### src/rtl/pipelined_cla_adder_if.sv
// Handshake and data bundle for pipelined_cla_adder.
//   master : operand producer / result consumer (drives in_valid, a, b, cin, sub, out_ready)
//   slave  : the adder itself (drives in_ready, out_valid, sum, cout, ovf, zero)
interface pipelined_cla_adder_if #(
   parameter int WIDTH = 32
);
   logic             in_valid;
   logic             in_ready;
   logic [WIDTH-1:0] a;
   logic [WIDTH-1:0] b;
   logic             cin;
   logic             sub;
   logic             out_valid;
   logic             out_ready;
   logic [WIDTH-1:0] sum;
   logic             cout;
   logic             ovf;
   logic             zero;

   modport master (
      output in_valid, a, b, cin, sub, out_ready,
      input  in_ready, out_valid, sum, cout, ovf, zero
   );

   modport slave (
      input  in_valid, a, b, cin, sub, out_ready,
      output in_ready, out_valid, sum, cout, ovf, zero
   );
endinterface

### src/rtl/pipelined_cla_adder.sv
// Pipelined carry-lookahead adder/subtractor.
// Operands are split into STAGES segments of SEG bits; stage k resolves segment k
// with 4-bit lookahead groups and a group-level lookahead carry, then registers
// the segment carry for stage k+1. The last stage register is the output register.
// Ports:
//   clk   : system clock, rising edge
//   rst_n : asynchronous active-low reset
//   bus   : slave side of pipelined_cla_adder_if
//           (in_valid/in_ready/a/b/cin/sub in, out_valid/out_ready/sum/cout/ovf/zero out)
module pipelined_cla_adder #(
   parameter int               WIDTH      = 32,
   parameter int               STAGES     = 4,
   parameter logic [WIDTH-1:0] RESET_DATA = '0
) (
   input  logic                  clk,
   input  logic                  rst_n,
   pipelined_cla_adder_if.slave  bus
);
   localparam int SEG = WIDTH / STAGES;
   localparam int NG  = SEG / 4;

   // Returns {carry_out, carry_into_msb, sum} for one SEG-bit segment.
   function automatic logic [SEG+1:0] seg_add(
      input logic [SEG-1:0] x,
      input logic [SEG-1:0] y,
      input logic           ci
   );
      logic [SEG-1:0] g;
      logic [SEG-1:0] p;
      logic [SEG-1:0] bc;
      logic [NG-1:0]  gg;
      logic [NG-1:0]  gp;
      logic [NG:0]    gc;
      logic           acc;
      logic           tp;
      g = x & y;
      p = x ^ y;
      for (int j = 0; j < NG; j++) begin
         gg[j] = g[4*j+3]
               | (p[4*j+3] & g[4*j+2])
               | (p[4*j+3] & p[4*j+2] & g[4*j+1])
               | (p[4*j+3] & p[4*j+2] & p[4*j+1] & g[4*j]);
         gp[j] = &p[4*j +: 4];
      end
      // Group carries as flat sum-of-products: every term of c(j+1) is built
      // directly from group G/P and the segment carry-in, no chaining through c(j).
      gc[0] = ci;
      for (int j = 0; j < NG; j++) begin
         acc = gg[j];
         tp  = gp[j];
         for (int i = j - 1; i >= 0; i--) begin
            acc = acc | (tp & gg[i]);
            tp  = tp & gp[i];
         end
         gc[j+1] = acc | (tp & ci);
      end
      for (int j = 0; j < NG; j++) begin
         bc[4*j]   = gc[j];
         bc[4*j+1] = g[4*j] | (p[4*j] & gc[j]);
         bc[4*j+2] = g[4*j+1] | (p[4*j+1] & g[4*j]) | (p[4*j+1] & p[4*j] & gc[j]);
         bc[4*j+3] = g[4*j+2] | (p[4*j+2] & g[4*j+1]) | (p[4*j+2] & p[4*j+1] & g[4*j])
                   | (p[4*j+2] & p[4*j+1] & p[4*j] & gc[j]);
      end
      return {gc[NG], bc[SEG-1], p ^ bc};
   endfunction

   logic [STAGES-1:0] v_q;
   logic [STAGES-1:0] v_d;
   logic [STAGES-1:0] c_q;
   logic [STAGES-1:0] c_d;
   logic [WIDTH-1:0]  a_q   [STAGES];
   logic [WIDTH-1:0]  a_d   [STAGES];
   logic [WIDTH-1:0]  b_q   [STAGES];
   logic [WIDTH-1:0]  b_d   [STAGES];
   logic [WIDTH-1:0]  sum_q [STAGES];
   logic [WIDTH-1:0]  sum_d [STAGES];
   logic              ovf_q;
   logic              ovf_d;
   logic              zero_q;
   logic              zero_d;

   logic [STAGES-1:0] adv;
   logic [STAGES-1:0] v_src;
   logic [STAGES-1:0] c_src;
   logic [WIDTH-1:0]  a_src   [STAGES];
   logic [WIDTH-1:0]  b_src   [STAGES];
   logic [WIDTH-1:0]  sum_src [STAGES];
   logic [WIDTH-1:0]  sum_new [STAGES];
   logic [SEG+1:0]    seg_r   [STAGES];

   // A stage may load when it is empty or everything downstream of it moves.
   always_comb begin
      logic run;
      adv = '0;
      run = bus.out_ready;
      for (int k = STAGES - 1; k >= 0; k--) begin
         run    = run | ~v_q[k];
         adv[k] = run;
      end
   end

   assign bus.in_ready = adv[0];

   // Unprocessed operand bits are kept right-aligned, so every stage works on
   // bits [SEG-1:0] of its source and passes the rest on shifted down by SEG.
   always_comb begin
      v_src      = '0;
      c_src      = '0;
      v_src[0]   = bus.in_valid & adv[0];
      c_src[0]   = bus.sub | bus.cin;
      a_src[0]   = bus.a;
      b_src[0]   = bus.sub ? ~bus.b : bus.b;
      sum_src[0] = '0;
      for (int k = 1; k < STAGES; k++) begin
         v_src[k]   = v_q[k-1];
         c_src[k]   = c_q[k-1];
         a_src[k]   = a_q[k-1];
         b_src[k]   = b_q[k-1];
         sum_src[k] = sum_q[k-1];
      end

      v_d = v_q;
      c_d = c_q;
      for (int k = 0; k < STAGES; k++) begin
         seg_r[k]   = seg_add(a_src[k][SEG-1:0], b_src[k][SEG-1:0], c_src[k]);
         sum_new[k] = sum_src[k];
         sum_new[k][k*SEG +: SEG] = seg_r[k][SEG-1:0];
         a_d[k]   = a_q[k];
         b_d[k]   = b_q[k];
         sum_d[k] = sum_q[k];
         if (adv[k]) begin
            v_d[k]   = v_src[k];
            c_d[k]   = seg_r[k][SEG+1];
            a_d[k]   = a_src[k] >> SEG;
            b_d[k]   = b_src[k] >> SEG;
            sum_d[k] = sum_new[k];
         end
      end

      // Flags are registered alongside the final sum so they reset to 0
      // and stay frozen with the result during a stall.
      ovf_d  = ovf_q;
      zero_d = zero_q;
      if (adv[STAGES-1]) begin
         ovf_d  = seg_r[STAGES-1][SEG] ^ seg_r[STAGES-1][SEG+1];
         zero_d = (sum_new[STAGES-1] == '0);
      end
   end

   always_ff @(posedge clk or negedge rst_n) begin
      if (!rst_n) begin
         v_q    <= '0;
         c_q    <= '0;
         ovf_q  <= 1'b0;
         zero_q <= 1'b0;
         for (int k = 0; k < STAGES; k++) begin
            a_q[k]   <= RESET_DATA;
            b_q[k]   <= RESET_DATA;
            sum_q[k] <= RESET_DATA;
         end
      end else begin
         v_q    <= v_d;
         c_q    <= c_d;
         ovf_q  <= ovf_d;
         zero_q <= zero_d;
         for (int k = 0; k < STAGES; k++) begin
            a_q[k]   <= a_d[k];
            b_q[k]   <= b_d[k];
            sum_q[k] <= sum_d[k];
         end
      end
   end

   assign bus.out_valid = v_q[STAGES-1];
   assign bus.sum       = sum_q[STAGES-1];
   assign bus.cout      = c_q[STAGES-1];
   assign bus.ovf       = ovf_q;
   assign bus.zero      = zero_q;
endmodule

### src/flat_wrapper.sv
// flat-port wrapper written by rule: the top's interface ports become plain ports
module pipelined_cla_adder_flat 
#(
   parameter int               WIDTH      = 32,
   parameter int               STAGES     = 4,
   parameter logic [WIDTH-1:0] RESET_DATA = '0
)
  (clk, rst_n, bus_in_valid, bus_a, bus_b, bus_cin, bus_sub, bus_out_ready, bus_in_ready, bus_out_valid, bus_sum, bus_cout, bus_ovf, bus_zero);
  pipelined_cla_adder_if #(.WIDTH(WIDTH)) bus_i ();
  input  logic clk;
  input  logic rst_n;
  input wire logic [$bits(bus_i.in_valid)-1:0] bus_in_valid;
  input wire logic [$bits(bus_i.a)-1:0] bus_a;
  input wire logic [$bits(bus_i.b)-1:0] bus_b;
  input wire logic [$bits(bus_i.cin)-1:0] bus_cin;
  input wire logic [$bits(bus_i.sub)-1:0] bus_sub;
  input wire logic [$bits(bus_i.out_ready)-1:0] bus_out_ready;
  output wire logic [$bits(bus_i.in_ready)-1:0] bus_in_ready;
  output wire logic [$bits(bus_i.out_valid)-1:0] bus_out_valid;
  output wire logic [$bits(bus_i.sum)-1:0] bus_sum;
  output wire logic [$bits(bus_i.cout)-1:0] bus_cout;
  output wire logic [$bits(bus_i.ovf)-1:0] bus_ovf;
  output wire logic [$bits(bus_i.zero)-1:0] bus_zero;
  assign bus_i.in_valid = bus_in_valid;
  assign bus_i.a = bus_a;
  assign bus_i.b = bus_b;
  assign bus_i.cin = bus_cin;
  assign bus_i.sub = bus_sub;
  assign bus_i.out_ready = bus_out_ready;
  assign bus_in_ready = bus_i.in_ready;
  assign bus_out_valid = bus_i.out_valid;
  assign bus_sum = bus_i.sum;
  assign bus_cout = bus_i.cout;
  assign bus_ovf = bus_i.ovf;
  assign bus_zero = bus_i.zero;
  pipelined_cla_adder #(.WIDTH(WIDTH), .STAGES(STAGES), .RESET_DATA(RESET_DATA)) u_core (.clk(clk), .rst_n(rst_n), .bus(bus_i));
endmodule
### config.mk
export PLATFORM = sky130hd
export DESIGN_NAME = pipelined_cla_adder_flat
export DESIGN_NICKNAME = d
export VERILOG_FILES = /design/src/rtl/pipelined_cla_adder_if.sv /design/src/rtl/pipelined_cla_adder.sv /design/src/flat_wrapper.sv
export SDC_FILE = /design/constraint.sdc
export NUM_CORES = 1
export LEC_CHECK = 0
export BUFFER_PORTS_ARGS = -buffer_cell sky130_fd_sc_hd__buf_2
export CAP_MARGIN = 20
export CORE_MARGIN = 2
export CORE_UTILIZATION = 46
export CTS_CLUSTER_SIZE = 12
export DETAILED_ROUTE_END_ITERATION = 10
export GPL_ROUTABILITY_DRIVEN = 0
export PLACE_DENSITY = 0.66
export SLEW_MARGIN = 30
export SYNTH_ARGS = -nofsm -noshare
export SYNTH_HDL_FRONTEND = slang
export SYNTH_SLANG_ARGS = --single-unit
### constraint.sdc
create_clock -name clk -period 7.53 [get_ports clk]
set_input_delay 0.753 -clock clk [delete_from_list [all_inputs] [get_ports clk]]
set_output_delay 0.753 -clock clk [all_outputs]
set_load 0.005 [all_outputs]
==> results.toml <==
[place]
dp_hpwl_microns = 11900
io_buffers = 106
place_inst = 1235

[grt]
grt_pass1_wl_microns = 29500
grt_max_degree = 105
track_usage = 0.183
antenna_found_initial = 0
gr-total-overflow = 0
grt_pass1_vias = 5927

[critical_path]
max_stage_delay_ns = 0.75
cp_slowest_cell = "and2_4"
path_cells = "buf_2, and4b_1, buf_4, and2_4, inv_2, buf_2"
cp_common_cell = "buf_2"
critPathBufInv = 4
critPathArrivalTime_ns = 3.15
required_ns = 6.78
cp_max_fo = 83
end_kind = "output port"
critPathKind = "primary input to output port"
crit_family = "buffers and inverters"
critPathLaunchType = "primary input"
r2r_slack_ns = 4.69

[power]
p_seq_frac = 0.453
power_report.internal_total_mw = 2.21
pwr-share-comb = 0.255
power_mw = 3.25
switching_share = 0.319
p_clk_frac = 0.292
power.switching_mw = 1.04
leakagePower_nw = 5.05
power_density_nw_per_um2 = 328
vdd_ir_drop_max_uv = 191

[min_path]
min_path_type = "primary input to asynchronous set/reset pin"

[synth]
ys_types = 49
synth_compound_area_frac = 0.0858
synth_edf_count = 0
ys_seq_area_frac = 0.541
synthArstFlopShare = 1.00
synth_nets = 1043
synth_area_per_cell_sq_um = 9.22
synth_mux_area_frac = 0.00364
yosys.area_share.simple = 0.223
synth_warnings = 0
synth_cells = 933
synth_seq_cells = 186
synthesis.area_sq_um = 8600
synth_top_family_by_area = "simple AND/OR/NAND/NOR gates"
synthFlopType = "dfrtp_1"
synth_adder_area_share = 0.0652
synth_xor_area_frac = 0.0468

[clock_tree]
clk_pin_slew_ns = 0.06
cts_root_buffer = "clkbuf_16"
clock_latency_ns = 0.43
cts.htree.levels = 4
numCtsBuffers = 17
cts_max_path_buffers = 2
cts_tree = "yes"
cts_hold_buf = 0
cts_sinks = 186
post_cts_resized = 0
post_cts_buffers = 0

[final_layout]
layout.cells.non_filler = 1267
antennaDiodeCount = 0
nets = 1130
area_delta_synth_final_pct = 15.2
drive_gt1_frac = 0.150
utilization = 0.535

[drt]
dr_wl_met2_microns = 7150
antenna_left = 0
wl_per_cell_microns = 13.6
drt-vias-per-instance = 4.87
routed_wl_microns = 17300
num_vias = 6175
drtIter0Drc = 416
met3_length_microns = 625
drc_errors = 0
wl_met1_microns = 9260
top_layer_used = "met4"
drt_first_pass_iters = 5

[status]
status = "finished, final reports clean"

[floorplanning]
core_sq_um = 18500
start_util = 0.464
fp.dieW_microns = 141
rows = 50
die_y_microns = 141
die_area_sq_um = 19800
pin_count = 107

[sta]
hold_violations = 0
rsz0062_at_grt = "no"
worst_slew_pin_slew_ns = 0.892
fmax_ghz = 0.256
maxSlewViolCount = 0
setup_viol = 0
tns_ns = 0
period_share = 0.518
min_period_ns = 3.90
clock_skew_ns = 0.00813
max_slew_margin = 0.406

[run]
cap_violations = 0
## sequential cells by signal, summed over array words and instances, names as in the netlist
signal and count:
u_core.b_q 48, u_core.bus.zero 1, u_core.sum_new 48, u_core.a_q 48, u_core.bus.sum 32, u_core.v_q 4, u_core.bus.ovf 1, u_core.c_q 4
## cells in the final DEF (no fill, tap or decap), types with 3 or more instances in the layout
cell type	n
a2111oi_0	3
a211o_1	4
a21o_1	9
a21oi_1	20
and3_1	5
buf_2	105
buf_4	6
bufinv_16	4
clkbuf_16	17
dfrtp_1	186
fa_1	8
ha_1	32
inv_1	19
inv_6	3
nand2_1	405
nand2b_1	7
nand3_1	8
nor2_1	18
nor3_1	9
nor3b_1	3
nor4_1	7
o211ai_1	6
o21a_1	10
o21ai_0	37
o21ai_1	12
or3_1	4
xnor2_1	31
xor2_1	15
## path summary, 6_finish.rpt
check,endpoint,depth (start not counted),from
worst max-delay path,bus_in_ready,6,bus_out_ready
worst min-delay path,u_core.bus.sum[30]$_DFFE_PN0P_,1,rst_n
worst max register to register,u_core.bus.zero$_DFFE_PN0P_,10,u_core.b_q[35]$_DFFE_PN0P_
worst min register to register,u_core.bus.sum[4]$_DFFE_PN0P_,2,u_core.bus.sum[4]$_DFFE_PN0P_
max in group asynchronous,u_core.a_q[37]$_DFFE_PN0P_,2,rst_n
min in group clk,u_core.bus.sum[4]$_DFFE_PN0P_,2,u_core.bus.sum[4]$_DFFE_PN0P_
## per-layer routing
metal  vias to the layer above  global-route usage
li1                       3195                   -
met1                      2830               0.290
met2                       130               0.259
met3                        20              0.0323
met4                         0              0.0495
met5                         -                   0
## cells in the mapped netlist (9+ instances only)
library cell,count,area [sq um]
nor3_1,9,45.0
xor2_1,15,131
clkbuf_1,22,82.6
a21oi_1,20,100
inv_1,19,71.3
o21ai_0,37,185
ha_1,32,400
o21ai_1,12,60.1
buf_2,13,65.1
a21o_1,9,67.6
nand2_1,405,1520
nor2_1,18,67.6
xnor2_1,31,272
dfrtp_1,186,4650
o21a_1,10,75.1
## worst register-to-register path: stages (launching register included)
cell and delay [ns]:
dfrtp_1 0.40, ha_1 0.38, and2_1 0.19, a32oi_2 0.33, nand2b_1 0.13, fa_1 0.52, nor4b_1 0.26, nand4_1 0.12
nor3_1 0.18, o211ai_1 0.13, o21ai_1 0.13
## cells by family after synthesis
family                     count (synthesis)
DFF                                      186
muxes                                      3
xor gates and xnor gates                  46
adders and majority gates                 40
buffers and inverters                     65
AOI/OAI and AO/OA                        116
and+or+nand+nor                          477
## through the flow
step                setup slack [ns]  area (sq um)  hold slack, ns
floorplan                       4.61          8600           0.439
detailed placement              3.59          9270           0.453
global placement                3.61          9270           0.445
CTS                             3.59          9900           0.469
global route                    3.41          9910           0.473
finish                          3.63          9910           0.409
## power groups by stage
stage          combinational [mW]  clock, mW  sequential, mW
2_1_floorplan               0.578          0            1.43
3_3_place_gp                0.808          0            1.48
3_5_place_dp                0.830          0            1.49
4_1_cts                     0.838      0.967            1.47
5_1_grt                     0.955       1.01            1.51
6_report                    0.827      0.948            1.47
## cell type report
| class | count | area [sq um] |
|---|---|---|
| clock buffer | 19 | 443 |
| inverter | 20 | 75.1 |
| sequential | 186 | 4650 |
| multi-input combinational | 682 | 3660 |
| tap | 234 | 293 |
| timing repair buffer | 113 | 596 |
| fill | 1751 | 8610 |
| clock inverter | 13 | 189 |
(Power assumes the default switching activity.)
